==> config.mk <==
export PLATFORM = sky130hd
export DESIGN_NAME = alu_arbiter
export DESIGN_NICKNAME = d
export VERILOG_FILES = /design/src/rtl/alu_arbiter.sv
export SDC_FILE = /design/constraint.sdc
export NUM_CORES = 1
export LEC_CHECK = 0
export CORE_ASPECT_RATIO = 1.25
export CORE_MARGIN = 5
export CORE_UTILIZATION = 45
export DETAILED_ROUTE_END_ITERATION = 6
export DONT_BUFFER_PORTS = 1
export GPL_TIMING_DRIVEN = 1
export SETUP_SLACK_MARGIN = 0.02
export SLEW_MARGIN = 20
export SYNTH_ARGS = -nofsm -noshare
export SYNTH_HDL_FRONTEND = slang
export SYNTH_SLANG_ARGS = --single-unit
==> constraint.sdc <==
create_clock -name clk -period 3.9 [get_ports clk]
set_input_delay 0.78 -clock clk [delete_from_list [all_inputs] [get_ports clk]]
set_output_delay 0.78 -clock clk [all_outputs]
set_load 0.01 [all_outputs]
==> src/rtl/alu_arbiter.sv <==
// -----------------------------------------------------------------------------
// alu_arbiter
//
// Purpose:
//   Shares one external combinational ALU between two requesters. A
//   round-robin arbiter picks one requester in IDLE and latches its operands
//   and opcode. The latched values drive the ALU for the whole operation. The
//   ALU result and compare flags are captured, then held on a shared response
//   bus. The granted requester consumes them with a valid/ready handshake.
//   This block does no arithmetic: opcodes and results pass through as-is.
//
// Configuration:
//   ALU_ARB_RESULT_REG_EN -- when defined, a WAIT state is inserted between
//   EXEC and RESP. The ALU result is then captured at the end of WAIT, so the
//   ALU has a two-cycle settling window. When undefined, the result is captured
//   at the end of EXEC.
//
// Parameters:
//   DW   operand / result width
//   OPW  opcode width
//
// Ports:
//   clk                  single clock, rising edge
//   rst_n                synchronous active-low reset
//   req0_valid/ready     request handshake, requester 0
//   req0_a/b, req0_op    requester 0 operands and opcode
//   req1_*               same for requester 1
//   rsp0_valid/ready     response handshake, requester 0
//   rsp1_valid/ready     response handshake, requester 1
//   rsp_out, rsp_comp    shared result and compare-flag bus
//   alu_a/b, alu_op      operands and opcode to the ALU
//   alu_out, alu_comp    result and compare flags from the ALU (combinational)
//   busy                 high in every state except IDLE
//   grant_id             requester currently owning the ALU
// -----------------------------------------------------------------------------
module alu_arbiter #(
   parameter int DW  = 16,
   parameter int OPW = 4
) (
   input  logic           clk,
   input  logic           rst_n,

   input  logic           req0_valid,
   output logic           req0_ready,
   input  logic [DW-1:0]  req0_a,
   input  logic [DW-1:0]  req0_b,
   input  logic [OPW-1:0] req0_op,

   input  logic           req1_valid,
   output logic           req1_ready,
   input  logic [DW-1:0]  req1_a,
   input  logic [DW-1:0]  req1_b,
   input  logic [OPW-1:0] req1_op,

   output logic           rsp0_valid,
   input  logic           rsp0_ready,
   output logic           rsp1_valid,
   input  logic           rsp1_ready,
   output logic [DW-1:0]  rsp_out,
   output logic [2:0]     rsp_comp,

   output logic [DW-1:0]  alu_a,
   output logic [DW-1:0]  alu_b,
   output logic [OPW-1:0] alu_op,
   input  logic [DW-1:0]  alu_out,
   input  logic [2:0]     alu_comp,

   output logic           busy,
   output logic           grant_id
);

   // FSM encoding
   localparam logic [1:0] IDLE = 2'd0;
   localparam logic [1:0] EXEC = 2'd1;
   localparam logic [1:0] RESP = 2'd2;
`ifdef ALU_ARB_RESULT_REG_EN
   localparam logic [1:0] WAIT = 2'd3;
`endif

   // State and datapath registers
   logic [1:0]     r_state;
   logic           r_last_grant;
   logic           r_grant_id;
   logic [DW-1:0]  r_a;
   logic [DW-1:0]  r_b;
   logic [OPW-1:0] r_op;
   logic [DW-1:0]  r_rsp_out;
   logic [2:0]     r_rsp_comp;

   // Combinational decode
   logic           w_idle;
   logic           w_take0;
   logic           w_take1;
   logic           w_xfer;
   logic           w_rsp_done;
   logic           w_capture;
   logic [1:0]     w_next_state;

   assign w_idle = (r_state == IDLE);

   // Round-robin selection. A lone valid requester always wins. When both are
   // valid, the requester that was not granted last time wins. w_take0 and
   // w_take1 are mutually exclusive by construction.
   assign w_take0 = req0_valid & (~req1_valid | r_last_grant);
   assign w_take1 = req1_valid & (~req0_valid | ~r_last_grant);

   // Readies are gated by rst_n, so nothing is accepted while reset is held.
   // The edge that samples rst_n=0 must not also latch a transfer.
   assign req0_ready = rst_n & w_idle & w_take0;
   assign req1_ready = rst_n & w_idle & w_take1;
   assign w_xfer     = req0_ready | req1_ready;

   // Only the granted requester's rsp_ready completes the response. The other
   // requester's rsp_ready is ignored.
   assign w_rsp_done = r_grant_id ? rsp1_ready : rsp0_ready;

`ifdef ALU_ARB_RESULT_REG_EN
   assign w_capture = (r_state == WAIT);
`else
   assign w_capture = (r_state == EXEC);
`endif

   // Next-state logic
   always_comb begin
      // NOTE: default assignment first so that every path assigns
      // w_next_state; an incomplete assignment here would infer a latch.
      w_next_state = r_state;
      case (r_state)
         IDLE: begin
            if (w_xfer) w_next_state = EXEC;
         end
`ifdef ALU_ARB_RESULT_REG_EN
         EXEC:    w_next_state = WAIT;
         WAIT:    w_next_state = RESP;
`else
         EXEC:    w_next_state = RESP;
`endif
         RESP: begin
            // Requests are only evaluated in IDLE, never in the completing
            // RESP cycle.
            if (w_rsp_done) w_next_state = IDLE;
         end
         default: w_next_state = IDLE;
      endcase
   end

   // Sequential state
   // NOTE: state registers use non-blocking assignments only, so every flop
   // samples pre-edge values regardless of block ordering.
   always_ff @(posedge clk) begin
      if (!rst_n) begin
         r_state      <= IDLE;
         r_last_grant <= 1'b1;      // requester 0 wins the first contention
         r_grant_id   <= 1'b0;
         // NOTE: the operand and result holding registers are a handful of
         // flops, not a RAM. They are reset so that the ALU inputs and the
         // response bus come up at a defined zero.
         r_a          <= '0;
         r_b          <= '0;
         r_op         <= '0;
         r_rsp_out    <= '0;
         r_rsp_comp   <= '0;
      end else begin
         r_state <= w_next_state;

         if (w_xfer) begin
            r_grant_id   <= w_take1;
            r_last_grant <= w_take1;
            r_a          <= w_take1 ? req1_a  : req0_a;
            r_b          <= w_take1 ? req1_b  : req0_b;
            r_op         <= w_take1 ? req1_op : req0_op;
         end

         if (w_capture) begin
            r_rsp_out  <= alu_out;
            r_rsp_comp <= alu_comp;
         end
      end
   end

   // Outputs
   // The ALU is always fed from the latched registers, so its inputs are
   // stable for the whole operation, whatever the requesters do meanwhile.
   assign alu_a      = r_a;
   assign alu_b      = r_b;
   assign alu_op     = r_op;

   assign rsp_out    = r_rsp_out;
   assign rsp_comp   = r_rsp_comp;
   assign rsp0_valid = (r_state == RESP) & ~r_grant_id;
   assign rsp1_valid = (r_state == RESP) &  r_grant_id;

   assign busy       = ~w_idle;
   assign grant_id   = r_grant_id;

endmodule
# == Yosys cells after proc, flatten, opt, wreduce, memory -nomap -nowiden ==
# Index checks and enable logic that the tools add are counted.
# word_totals
word_cells,36
input_bits,97
ff_bits,59
# classes
mux,7
reduce_logical,2
eq_ne,4
n_bitwise,15
# ops
cell,count
16-bit 2-to-1 mux,2
1-bit bitwise AND,7
2-bit case mux with 3 select lines,1
1-bit NOT,5
2-bit 2-to-1 mux,2
4-bit 2-to-1 mux,1
1-bit bitwise OR,3
2-bit by 1-bit == test with 1-bit output (second input constant),1
2-bit == test (second input constant),1
2-bit logical NOT,1
2-bit by 1-bit != test with 1-bit output (second input constant),1
2-bit != test (second input constant),1
2-bit AND reduction,1
1-bit 2-to-1 mux,1

# == Longest topological paths before layout ==
# logic_depth
ltp_word,7
depth_mapped,5
ltp_nobuf,3

# == Worst setup path before layout ==
# No wires, ideal clock.
# synth_path
path_type,input-to-output
from,in req0_valid
to,out req0_ready
path_slack_ps,1404
path_stages,4
t_required_ps,3120
t_arrival_ps,1716
cell_sequence,or3b_4 -> buf_6 -> buf_6 -> nor3_1
# synth_between
elab_chain_len,2
# synth_rtl
element,line,source
start: declaration,43,"input logic req0_valid,"
1-bit bitwise AND,104,assign w_take0 = req0_valid & (~req1_valid | r_last_grant);
1-bit bitwise AND,109,assign req0_ready = rst_n & w_idle & w_take0;
end: declaration,44,"output logic req0_ready,"
# Every way passes these cells.

# == Worst setup path in the final report ==
# Ends and elaborated chain as after synthesis.

==> flow_summary_export.csv <==
group,metric,value,unit
clock_network,cts_setup_buffers,0,
routing,vias,2230,
final_layout,nets,395,
power,total_power,1470,uW
final_layout,fill_cells,556,
critical_path,worstPathRequired,3.12,ns
run_status,outcome,"finished, final reports clean",
logic_synthesis,synthCells,316,
global_route,grt_pass1_vias,2254,
timing,fin_crit,2.55,ns
clock_network,numClockSinks,59,
power,leakagePower,0.000886,uW
final_layout,finalCoreUtilization,48.5,%
final_layout,diodes,0,
floorplanning,io_pins,158,
critical_path,cp_cell_sequence,"or3b_4, nor3_1",
global_route,grt_max_degree,58,
timing,fin_worst_skew,0.00668,ns
floorplanning,die_h,93.6,um
critical_path,max_stage_delay,0.57,ns
logic_synthesis,synth_top_area_share,46.9,%
clock_network,cts.htree.levels,3,
final_layout,layout_commonest_cell,"nor3_1",
place,dp_slack,1.33,ns
power,ir_drop,0.237,mV
timing,timing_hold_violations_final,0,
place,portBuffers,0,
routing,drc_errors,0,
global_route,overflow,0,
clock_network,cts.reportedPaths.clkPinSlew,0.05,ns
critical_path,worst_setup_path_start_kind,"primary input",
logic_synthesis,avgSynthCellArea,7.96,um2
timing,relSlewSlack,48.7,%
place,dpl.cell_count,351,
critical_path,critPathSlowestCell,"or3b_4",
clock_network,cts_root_buf,"clkbuf_8",
timing,finalCritPeriodShare,65.5,%
timing,slew_viol_final,0,
timing,tightest_slew,0.769,ns
global_route,antenna_found_initial,0,
routing,drtAntennaViolNets,0,
clock_network,clock_latency,0.32,ns
routing,totalWireLength,7250,um
critical_path,path_delay_family,"simple AND/OR/NAND/NOR gates",
place,gp_congestion,0.780,
timing,postLayoutSetupSlackWorst,1.35,ns
critical_path,crit_arrival,1.77,ns
floorplanning,die_area,0.00720,mm2
timing,max_freq,0.392,GHz
logic_synthesis,synth_cell_type_count,26,
global_route,grt_pass1_wl,11600,um
power,power_density,556,mW/mm2
floorplanning,core,0.00544,mm2
logic_synthesis,synth_nets,413,
final_layout,drive_above_1_share,8.94,%
logic_synthesis,synth_area_leaders,"dfxtp_1 47%, nor3_1 15%, a21oi_1 11%",
critical_path,critPathCaptureType,"output port",
timing,rsz0062_at_grt,"false",
logic_synthesis,synth_area_leader_cell,"dfxtp_1",
clock_network,clockBufferDepth,2,
clock_network,ctsResizeCount,0,
run,drv_cap,0,
final_layout,area_growth,4.87,%
logic_synthesis,yosysWarnings,0,
routing,first_iter_violations,99,
final_layout,layout_common_cells,"74 x nor3_1, 59 x dfxtp_1, 56 x a21oi_1, 39 x nand2_1, 36 x nor4_1",
floorplanning,initial_utilization,46.2,%
floorplanning,rows,30,
critical_path,critPathBufInv,0,
logic_synthesis,yosysSeqAreaShare,46.9,%
logic_synthesis,synth.cell_area,0.00252,mm2
place,dpl.hpwl,4720,um
routing,drt_first_pass_iters,4,
global_route,grt_usage,20.1,%
worst_hold_path,hold_class,"flop to flop",
timing,fin_tns_setup,0,ns
timing,setup_viol,0,
final_layout,fin_cells,366,
routing,via_per_inst,6.09,
clock_network,cts_tree,"built",
critical_path,crit_fanout,39,
critical_path,path_class,"primary input to output port",
logic_synthesis,ys_ff_latch,59,
clock_network,cts_buffers,9,
routing,wire_per_inst,19.8,um
floorplanning,die_w,76.9,um
clock_network,cts-hold-fix-buffers,0,
## registers in the layout, indices dropped and copies added (netlist names)
name          count
rsp_out          16
r_state           2
alu_op            4
r_last_grant      1
grant_id          1
rsp_comp          3
alu_a            16
alu_b            16
## metal layers
layer | routed length, um | share of wire, % | track usage, % | vias up
li1 | - | - | - | 1105
met1 | 2880 | 40 | 23.3 | 993
met2 | 3330 | 46 | 29.7 | 116
met3 | 857 | 12 | 9.92 | 16
met4 | 177 | 2.4 | 11.5 | 0
met5 | 0 | 0 | 0 | -
## worst paths after layout
| check | slack, ns | endpoint | startpoint | cells past startpoint |
|---|---|---|---|---|
| max | 1.35 | req0_ready | req0_valid | 2 |
| min | 0.50 | rsp_out[11] | rsp_out[11] | 2 |
| max reg2reg | 2.40 | alu_b[15] | r_state[1] | 3 |
| min reg2reg | 0.50 | rsp_out[11] | rsp_out[11] | 2 |
## through the flow
stage,hold WS [ns],cell area [um2]
finish,0.500,2640
global route,0.522,2640
CTS,0.506,2640
detailed placement,0.497,2460
global placement,0.490,2460
floorplan,0.480,2520
## report_power, final
part	switching (uW)	leakage, uW	internal, uW
clock network	221	0.0000953	277
registers	78.3	0.000488	669
logic	141	0.000303	80.7
total	441	0.000886	1030
## cells in the mapped netlist (all sizes together)
cell / n
nor4: 36
o211ai: 1
or3b: 2
and2: 1
or2: 1
inv: 2
nor2: 2
mux2i: 1
nor3: 74
and3: 1
dfxtp: 59
a2bb2oi: 1
nor2b: 2
and3b: 1
a21oi: 56
buf: 18
nor3b: 1
clkbuf: 16
nand3b: 1
nand2b: 1
nand2: 39
## kinds of logic after synthesis
group | after synthesis | synth area share, %
simple gates | 162 | 33.2
mux | 1 | 0.398
compound gates | 58 | 12.0
flops | 59 | 46.9
buf+inv | 36 | 7.41
## area by class of cell
cell class                 instances  area [um2]  share of cell area (%)
sequential                        59        1180                    44.8
multi-input combinational        221        1150                    43.7
clock buffer                      13         169                    6.40
tap                               64        80.1                    3.03
timing repair buffer               5        37.5                    1.42
clock inverter                     2        10.0                   0.379
inverter                           2        7.51                   0.284
Note: power is estimated with default switching activity, not from simulation.
